--- config.mk ---
export PLATFORM = sky130hd
export DESIGN_NAME = toep_mvmul_seq
export DESIGN_NICKNAME = d
export VERILOG_FILES = /design/src/rtl/toep_mvmul_seq.sv
export SDC_FILE = /design/constraint.sdc
export NUM_CORES = 1
export LEC_CHECK = 0
export BUFFER_PORTS_ARGS = -buffer_cell sky130_fd_sc_hd__buf_2
export CORE_MARGIN = 1
export CORE_UTILIZATION = 50
export DETAILED_ROUTE_END_ITERATION = 16
export PLACE_DENSITY = 0.69
export SLEW_MARGIN = 20
export SYNTH_ARGS = -nofsm -noshare
export SYNTH_HDL_FRONTEND = slang
export SYNTH_SLANG_ARGS = --single-unit
--- constraint.sdc ---
create_clock -name i_clk -period 8.29 [get_ports i_clk]
set_input_delay 1.658 -clock i_clk [delete_from_list [all_inputs] [get_ports i_clk]]
set_output_delay 1.658 -clock i_clk [all_outputs]
set_load 0.005 [all_outputs]
--- src/rtl/toep_mvmul_seq.sv ---
// Sequential Toeplitz matrix-vector multiplier: one matrix column per cycle
// across N signed MAC lanes, with valid/ready on both sides.
module toep_mac_lane #(
  parameter int UNIT_SIZE = 8,
  parameter int ACC_W     = 18
) (
  input  logic                        i_clk,
  input  logic                        i_rstn,
  input  logic                        i_clr,
  input  logic                        i_en,
  input  logic signed [UNIT_SIZE-1:0] i_a,
  input  logic signed [UNIT_SIZE-1:0] i_b,
  output logic signed [ACC_W-1:0]     o_acc_d
);
  logic signed [2*UNIT_SIZE-1:0] prod;
  logic signed [ACC_W-1:0]       acc;

  assign prod    = i_a * i_b;
  // o_acc_d is the next accumulator value so the top can capture the final sum
  // on the same edge that retires the last column.
  assign o_acc_d = i_en ? acc + ACC_W'(prod) : acc;

  always_ff @(posedge i_clk or negedge i_rstn) begin
    if (!i_rstn)    acc <= '0;
    else if (i_clr) acc <= '0;
    else if (i_en)  acc <= o_acc_d;
  end
endmodule

module toep_mvmul_seq #(
  parameter int N         = 4,
  parameter int UNIT_SIZE = 8,
  parameter int ACC_W     = 2*UNIT_SIZE + $clog2(N)
) (
  input  logic                           i_clk,
  input  logic                           i_rstn,
  input  logic                           i_en,
  input  logic                           i_valid,
  output logic                           o_ready,
  input  logic [$clog2(N+1)-1:0]         i_dim,
  input  logic [(2*N-1)*UNIT_SIZE-1:0]   i_mat,
  input  logic [N*UNIT_SIZE-1:0]         i_vec,
  output logic                           o_valid,
  input  logic                           i_ready,
  output logic [N*ACC_W-1:0]             o_data,
  output logic                           o_busy
);
  localparam int KW = $clog2(N+1);
  localparam int IW = $clog2(2*N);
  localparam int TD = 1 << IW;
  localparam int VD = 1 << KW;

  typedef enum logic [1:0] {IDLE, CALC, DONE} state_t;

  state_t                      state;
  logic [KW-1:0]               k_q, col, k_in;
  // Operand stores are padded to power-of-two depth so every index value is in range.
  logic signed [UNIT_SIZE-1:0] t_q [TD];
  logic signed [UNIT_SIZE-1:0] v_q [VD];
  logic signed [ACC_W-1:0]     acc_d [N];
  logic                        accept, step, last;

  assign o_ready = (state == IDLE);
  assign o_busy  = (state != IDLE);
  assign accept  = i_valid && o_ready && i_en;
  assign step    = (state == CALC) && i_en;
  assign last    = step && (col == k_q - KW'(1));
  assign k_in    = (i_dim == '0 || i_dim > KW'(N)) ? KW'(N) : i_dim;

  for (genvar r = 0; r < N; r++) begin : g_lane
    logic [IW-1:0] idx;
    // M[r][col] = t[K-1-r+col]; lanes at or beyond K stay idle and hold zero.
    assign idx = IW'(k_q) + IW'(col) - IW'(r + 1);
    toep_mac_lane #(.UNIT_SIZE(UNIT_SIZE), .ACC_W(ACC_W)) u_lane (
      .i_clk   (i_clk),
      .i_rstn  (i_rstn),
      .i_clr   (accept),
      .i_en    (step && (KW'(r) < k_q)),
      .i_a     (t_q[idx]),
      .i_b     (v_q[col]),
      .o_acc_d (acc_d[r])
    );
  end

  always_ff @(posedge i_clk or negedge i_rstn) begin
    if (!i_rstn) begin
      state   <= IDLE;
      k_q     <= '0;
      col     <= '0;
      o_valid <= 1'b0;
      o_data  <= '0;
      for (int i = 0; i < TD; i++) t_q[i] <= '0;
      for (int i = 0; i < VD; i++) v_q[i] <= '0;
    end else begin
      case (state)
        IDLE: if (accept) begin
          k_q   <= k_in;
          col   <= '0;
          for (int k = 0; k < 2*N-1; k++) t_q[k] <= i_mat[k*UNIT_SIZE +: UNIT_SIZE];
          for (int j = 0; j < N; j++)     v_q[j] <= i_vec[j*UNIT_SIZE +: UNIT_SIZE];
          state <= CALC;
        end
        CALC: if (step) begin
          col <= col + KW'(1);
          if (last) begin
            for (int r = 0; r < N; r++) o_data[r*ACC_W +: ACC_W] <= acc_d[r];
            o_valid <= 1'b1;
            state   <= DONE;
          end
        end
        DONE: if (i_ready) begin
          o_valid <= 1'b0;
          state   <= IDLE;
        end
        default: state <= IDLE;
      endcase
    end
  end
endmodule

### Word-level counts from Yosys, hierarchy flattened

Cells that the tools add are included.

* bits in read-only memories: 0
* flip-flop bits (word level): 241
* RAM bits: 0
* memories kept: 0
* bits in latches: 0

* divide/modulo/power cells: 0
* eq/ne operators: 7
* bitwise operators: 5
* multiply operators: 4
* muxes and demuxes: 40
* shifts and indexed selects: 0
* $lt $le $gt $ge: 10
* add/sub/neg operators: 11
* reduce and logical (&&, ||, !) cells: 23

Operator list (number)
* 2-to-1 mux 18 bit: 12
* binary-select mux 8 bit (select 3 bit): 5
* 2-to-1 mux 8 bit: 10
* adder 18 x 16 -> 18 bit: 4
* multiplier 8 x 8 -> 16 bit: 4
* >= comparator 4 bit (second input constant): 5
* inverter 3 -> 4 bit: 5
* nonzero test 2 bit: 7
* 2-to-1 mux 3 bit: 3
* logical AND 1 bit: 8
* 2-to-1 mux 2 bit: 4
* AND reduction 4 bit: 2
* < comparator 1 x 3 -> 1 bit (first input constant): 2
* < comparator 2 x 3 -> 1 bit (first input constant): 2
* != test 2 bit (second input constant): 3
* one-hot mux 2 bit (3 select lines): 1
* one-hot mux 3 bit (2 select lines): 1
* AND reduction 3 bit: 2
* subtractor 3 x 1 -> 3 bit (second input constant): 2
* subtractor 3 x 2 -> 3 bit (second input constant): 2
* adder 3 x 1 -> 3 bit (second input constant): 1
* adder 3 bit: 1
* == test 3 bit: 1
* > comparator 3 bit (second input constant): 1
* other kinds (10): 12

### Longest topological paths before layout

* depth after elaboration: 11
* gate-level depth with buffers: 31
* mapped depth without buffers: 28

### By module

Synthesis repeated with hierarchy kept, for this count alone.

* cells, all modules: 2494
* area, all modules: 25409.4 um^2

By module, submodules not included
* toep_mvmul_seq: sequential area each 4229.1 um^2, cells each 787, area an instance 9069.9 um^2, times used 1
* toep_mac_lane at g_lane[0].u_lane: sequential area each 450.4 um^2, cells each 426, area an instance 4125.2 um^2, times used 1
* toep_mac_lane at g_lane[2].u_lane: sequential area each 450.4 um^2, cells each 428, area an instance 4096.4 um^2, times used 1
* toep_mac_lane at g_lane[1].u_lane: sequential area each 450.4 um^2, cells each 429, area an instance 4076.4 um^2, times used 1
* toep_mac_lane at g_lane[3].u_lane: sequential area each 450.4 um^2, cells each 424, area an instance 4041.4 um^2, times used 1

### Worst setup path before layout

Ideal clock, no wire load.

* kind: reg-to-reg
* start: register col[1]
* end: register o_data[16]
* library setup time: 0.134 ns
* path buffers: 6
* clock period less this slack: 8.189 ns
* arrival time: 8.055 ns
* stages on the path, launching flop included: 29
* setup slack: 0.101 ns
* required time: 8.156 ns
* path through: dfrtp_1 -> clkbuf_1 -> clkbuf_1 -> inv_1 -> fa_1 -> buf_2 -> inv_2 -> ha_1 -> clkbuf_1 -> clkbuf_1 -> buf_2 -> mux2i_4 -> nor2_1 -> inv_1 -> fa_1 -> inv_1 -> fa_1 -> fa_1 -> fa_1 -> inv_1 -> fa_1 -> inv_1 -> ha_1 -> o21a_1 -> o21ai_0 -> a31oi_1 -> a311oi_1 -> mux2i_1 -> a31oi_1

* longest elaborated chain between the ends: 9

Ends and longest elaborated chain
* from (decl): RTL line 56 `logic [KW-1:0] k_q, col, k_in;`
* from (signal assigned): RTL line 104 `col <= col + KW'(1);`
* adder 3 bit: RTL line 73 `assign idx = IW'(k_q) + IW'(col) - IW'(r + 1);`
* subtractor 3 x 1 -> 3 bit: RTL line 73
* inverter 3 -> 4 bit (implied by the code): RTL line 79 `.i_a (t_q[idx]),`
* binary-select mux 8 bit (select 3 bit): RTL line 79
* 2-to-1 mux 8 bit (implied by the code) (2 in series): RTL line 79
* multiplier 8 x 8 -> 16 bit: RTL line 18 `assign prod = i_a * i_b;`
* adder 18 x 16 -> 18 bit: RTL line 21 `assign o_acc_d = i_en ? acc + ACC_W'(prod) : acc;`
* 2-to-1 mux 18 bit: RTL line 21
* to (signal assigned): RTL line 91 `o_data <= '0;`
* to (decl): RTL line 45 `output logic [N*ACC_W-1:0] o_data,`

Several ways; a longest one is shown, not always the timed one. The select of a mux whose other input is x is not followed.
A chain may end at the register's enable or synchronous reset.

### Worst setup path after layout

* start: register k_q[0]
* end: register o_data[67]

* longest elaborated chain between the ends: 9

Ends and longest elaborated chain
* from (decl): RTL line 56
* from (signal assigned): RTL line 97 `k_q <= k_in;`
* adder 3 bit: RTL line 73
* subtractor 3 bit: RTL line 73
* inverter 3 -> 4 bit (implied by the code): RTL line 79
* binary-select mux 8 bit (select 3 bit): RTL line 79
* 2-to-1 mux 8 bit (implied by the code) (2 in series): RTL line 79
* multiplier 8 x 8 -> 16 bit: RTL line 18
* adder 18 x 16 -> 18 bit: RTL line 21
* 2-to-1 mux 18 bit: RTL line 21

Several ways; a longest one is shown, not always the timed one. The select of a mux whose other input is x is not followed.

==> flow_summary.json <==
{
  "grt_pass1_wl_um": 101000,
  "worst-path-buf-inv": 2,
  "period_share_pct": 92.6,
  "max_freq_mhz": 130,
  "port_buffers": 170,
  "vias_per_cell": 5.43,
  "most-common-layout-cells": "463 x nand2_1, 361 x inv_1, 320 x fa_1",
  "synth.cell_area_um2": 24300,
  "clkSinkCount": 241,
  "cts-root-buf": "clkbuf_16",
  "final_common_cell": "nand2_1",
  "n_fill_cell": 4260,
  "tightest_slew_ns": 1.14,
  "firstDrtPassIters": 5,
  "dieWidth_um": 222,
  "antenna_found_initial": 0,
  "pre_cts_slack_ns": 0.646,
  "ys_seq_area_share_pct": 24.8,
  "clk_pin_slew_ns": 0.06,
  "cp_common_cell": "fa_1",
  "post_cts_resized": 0,
  "slew_viol_final": 0,
  "routed.top_layer": "met4",
  "place_area_um2": 25800,
  "hp-class": "flop to flop",
  "cpMaxStageDelayCell": "nor2_1",
  "synth_seq_cells": 241,
  "rows": 80,
  "avgSynthCellArea_um2": 9.31,
  "skew_ns": 0.0155,
  "grtUsageTotal_pct": 25.8,
  "synth-edff-count": 0,
  "crit_family": "adder cells",
  "path_cells": "ha_4, inv_1, fa_2, buf_4, and2_1, a21oi_1, nor2_1, a31oi_1, nor2_1, fa_1, fa_1, fa_1, fa_1, ha_1, ha_1, o21a_1, o21ai_0, o21bai_1, a21boi_0, o21ai_0, or3b_2, a31oi_1",
  "path_class": "flop to flop",
  "stdcell_area_um2": 26700,
  "grt_pass1_vias": 19300,
  "drc": 0,
  "wl_met1_um": 26400,
  "cp-start-kind": "flop",
  "dieHeight_um": 222,
  "routed_wl_um": 61400,
  "core_um2": 47800,
  "finalSetupViolations": 0,
  "wl_met3_um": 3870,
  "synth_nets": 3200,
  "rsz0062_at_grt": "false",
  "area_growth_pct": 9.93,
  "fin_nets": 3322,
  "ys.warnings.count": 40,
  "ioPinCount": 171,
  "postSynthCellCount": 2609,
  "slew_headroom_pct": 23.9,
  "drive_gt1_share_pct": 11.4,
  "diodes": 0,
  "cap_violations": 0,
  "cts_buffer_depth": 3,
  "cp-end-kind": "flop",
  "reg2reg_slack_ns": 0.62,
  "postSynth.asyncResetShare_pct": 100,
  "post_cts.repair.setup_buffers": 0,
  "drt_iter0_drc": 1083,
  "grt_start_max_net_pins": 142,
  "place_inst": 3316,
  "grt_overflow": 0,
  "outcome": "complete, no violations",
  "worst_slack_ns": 0.616,
  "die_area_um2": 49500,
  "start_util_pct": 50.8,
  "slowest_delay_ns": 0.90,
  "synthFlopType": "dfrtp_1",
  "yosysUniqueCellTypes": 67,
  "gp_congestion": 0.938,
  "route.met2.wl_um": 29400,
  "hold_viol_final": 0,
  "hold_buffers": 0,
  "avgRoutedWirePerCell_um": 18.2,
  "cts.htree.levels": 1,
  "critical_path_required_ns": 8.78,
  "fin_crit_ns": 7.67,
  "clock_latency_ns": 0.58,
  "cts_buffers": 28,
  "cts_tree": "built",
  "dp_hpwl_um": 47400,
  "num_vias": 18300,
  "drt.antenna.violating_nets": 0,
  "stdcell_count": 3366,
  "tns_ns": 0,
  "critPathMaxFanout": 41,
  "worstPathArrival_ns": 8.17
}
==> flip-flops by register name (all words and copies together), names as in the netlist <==
name / cells
g_lane.u_lane.acc: 72
o_data: 72
t_q: 56
v_q: 32
col: 3
k_q: 3
state: 2
o_valid: 1
==> layout make-up <==
| class | instances | area (um2) | area share (%) |
|---|---|---|---|
| clock buffer | 40 | 827 | 3.10 |
| clock inverter | 10 | 88.8 | 0.333 |
| inverter | 362 | 1360 | 5.09 |
| multi-input combinational | 1895 | 16500 | 61.8 |
| sequential | 241 | 6030 | 22.6 |
| tap | 615 | 769 | 2.88 |
| timing repair buffer | 203 | 1120 | 4.21 |
==> cell families (layout without fill, tap and decap cells) <==
kind of cell,Yosys count,after routing,share of synthesized area [%]
XOR/XNOR,66,66,2.60
buffers and inverters,473,615,7.46
adder cells (fa/ha/maj),495,495,35.4
AO/OA/AOI/OAI,316,316,7.80
flip-flops,241,241,24.8
multiplexers,143,143,7.06
AND/OR/NAND/NOR,875,875,14.9
==> worst reg2reg max path, delay by kind of cell (launching register included) <==
family	cells	cell delay, ns
compound gates	8	1.42
fa+ha+maj	8	3.41
buf+inv	2	0.46
flops	1	0.46
simple gates	4	1.87
==> worst paths after layout <==
kind / from / end / cells past startpoint
worst min register to register: v_q[59] / v_q[59] / 2
worst max-delay path: k_q[0] / o_data[67] / 22
worst max register to register: k_q[0] / o_data[67] / 22
max in group asynchronous: i_rstn / v_q[37] / 2
worst min-delay path: v_q[59] / v_q[59] / 2
min in group asynchronous: i_rstn / o_data[12] / 1
==> stage by stage <==
| stage | utilization, % | hold WS, ns |
|---|---|---|
| after floorplan | - | 0.438 |
| after global placement | 53.9 | 0.454 |
| after detailed placement | 53.9 | 0.456 |
| after CTS | 55.8 | 0.470 |
| after global routing | 55.8 | 0.485 |
| final | 55.8 | 0.467 |
==> cells in the mapped netlist, drive strengths merged, types with 3 or more instances <==
cell / n / area (um2)
mux2: 17 / 191
nand2b: 21 / 131
nand2: 463 / 1740
or3: 3 / 18.8
o21ai: 119 / 596
nor2: 275 / 1030
xor2: 27 / 263
mux2i: 106 / 1070
a211o: 6 / 52.6
o21bai: 3 / 22.5
nor2b: 30 / 188
nor3: 16 / 80.1
mux4: 20 / 450
a211oi: 22 / 165
and2: 22 / 138
ha: 174 / 2180
and3: 7 / 43.8
buf: 27 / 139
a21o: 19 / 143
o22ai: 4 / 25.0
nand3: 13 / 65.1
nand4: 3 / 18.8
or2: 14 / 87.6
o211ai: 4 / 30.0
clkbuf: 84 / 315
a31oi: 14 / 87.6
a21oi: 79 / 399
xnor2: 39 / 368
o31ai: 7 / 52.6
inv: 362 / 1360
dfrtp: 241 / 6030
fa: 321 / 6430
o21a: 17 / 128
a21boi: 3 / 22.5
==> per-layer routing <==
layer	track usage [%]	vias to the layer above
met3	4.06	98
li1	-	8482
met5	0	-
met1	34.7	9136
met4	7.34	0
met2	43.4	552
Power is left out: the tool's default activity adds up to more than one toggle a clock period on the data nets, which glitch-free logic cannot reach.
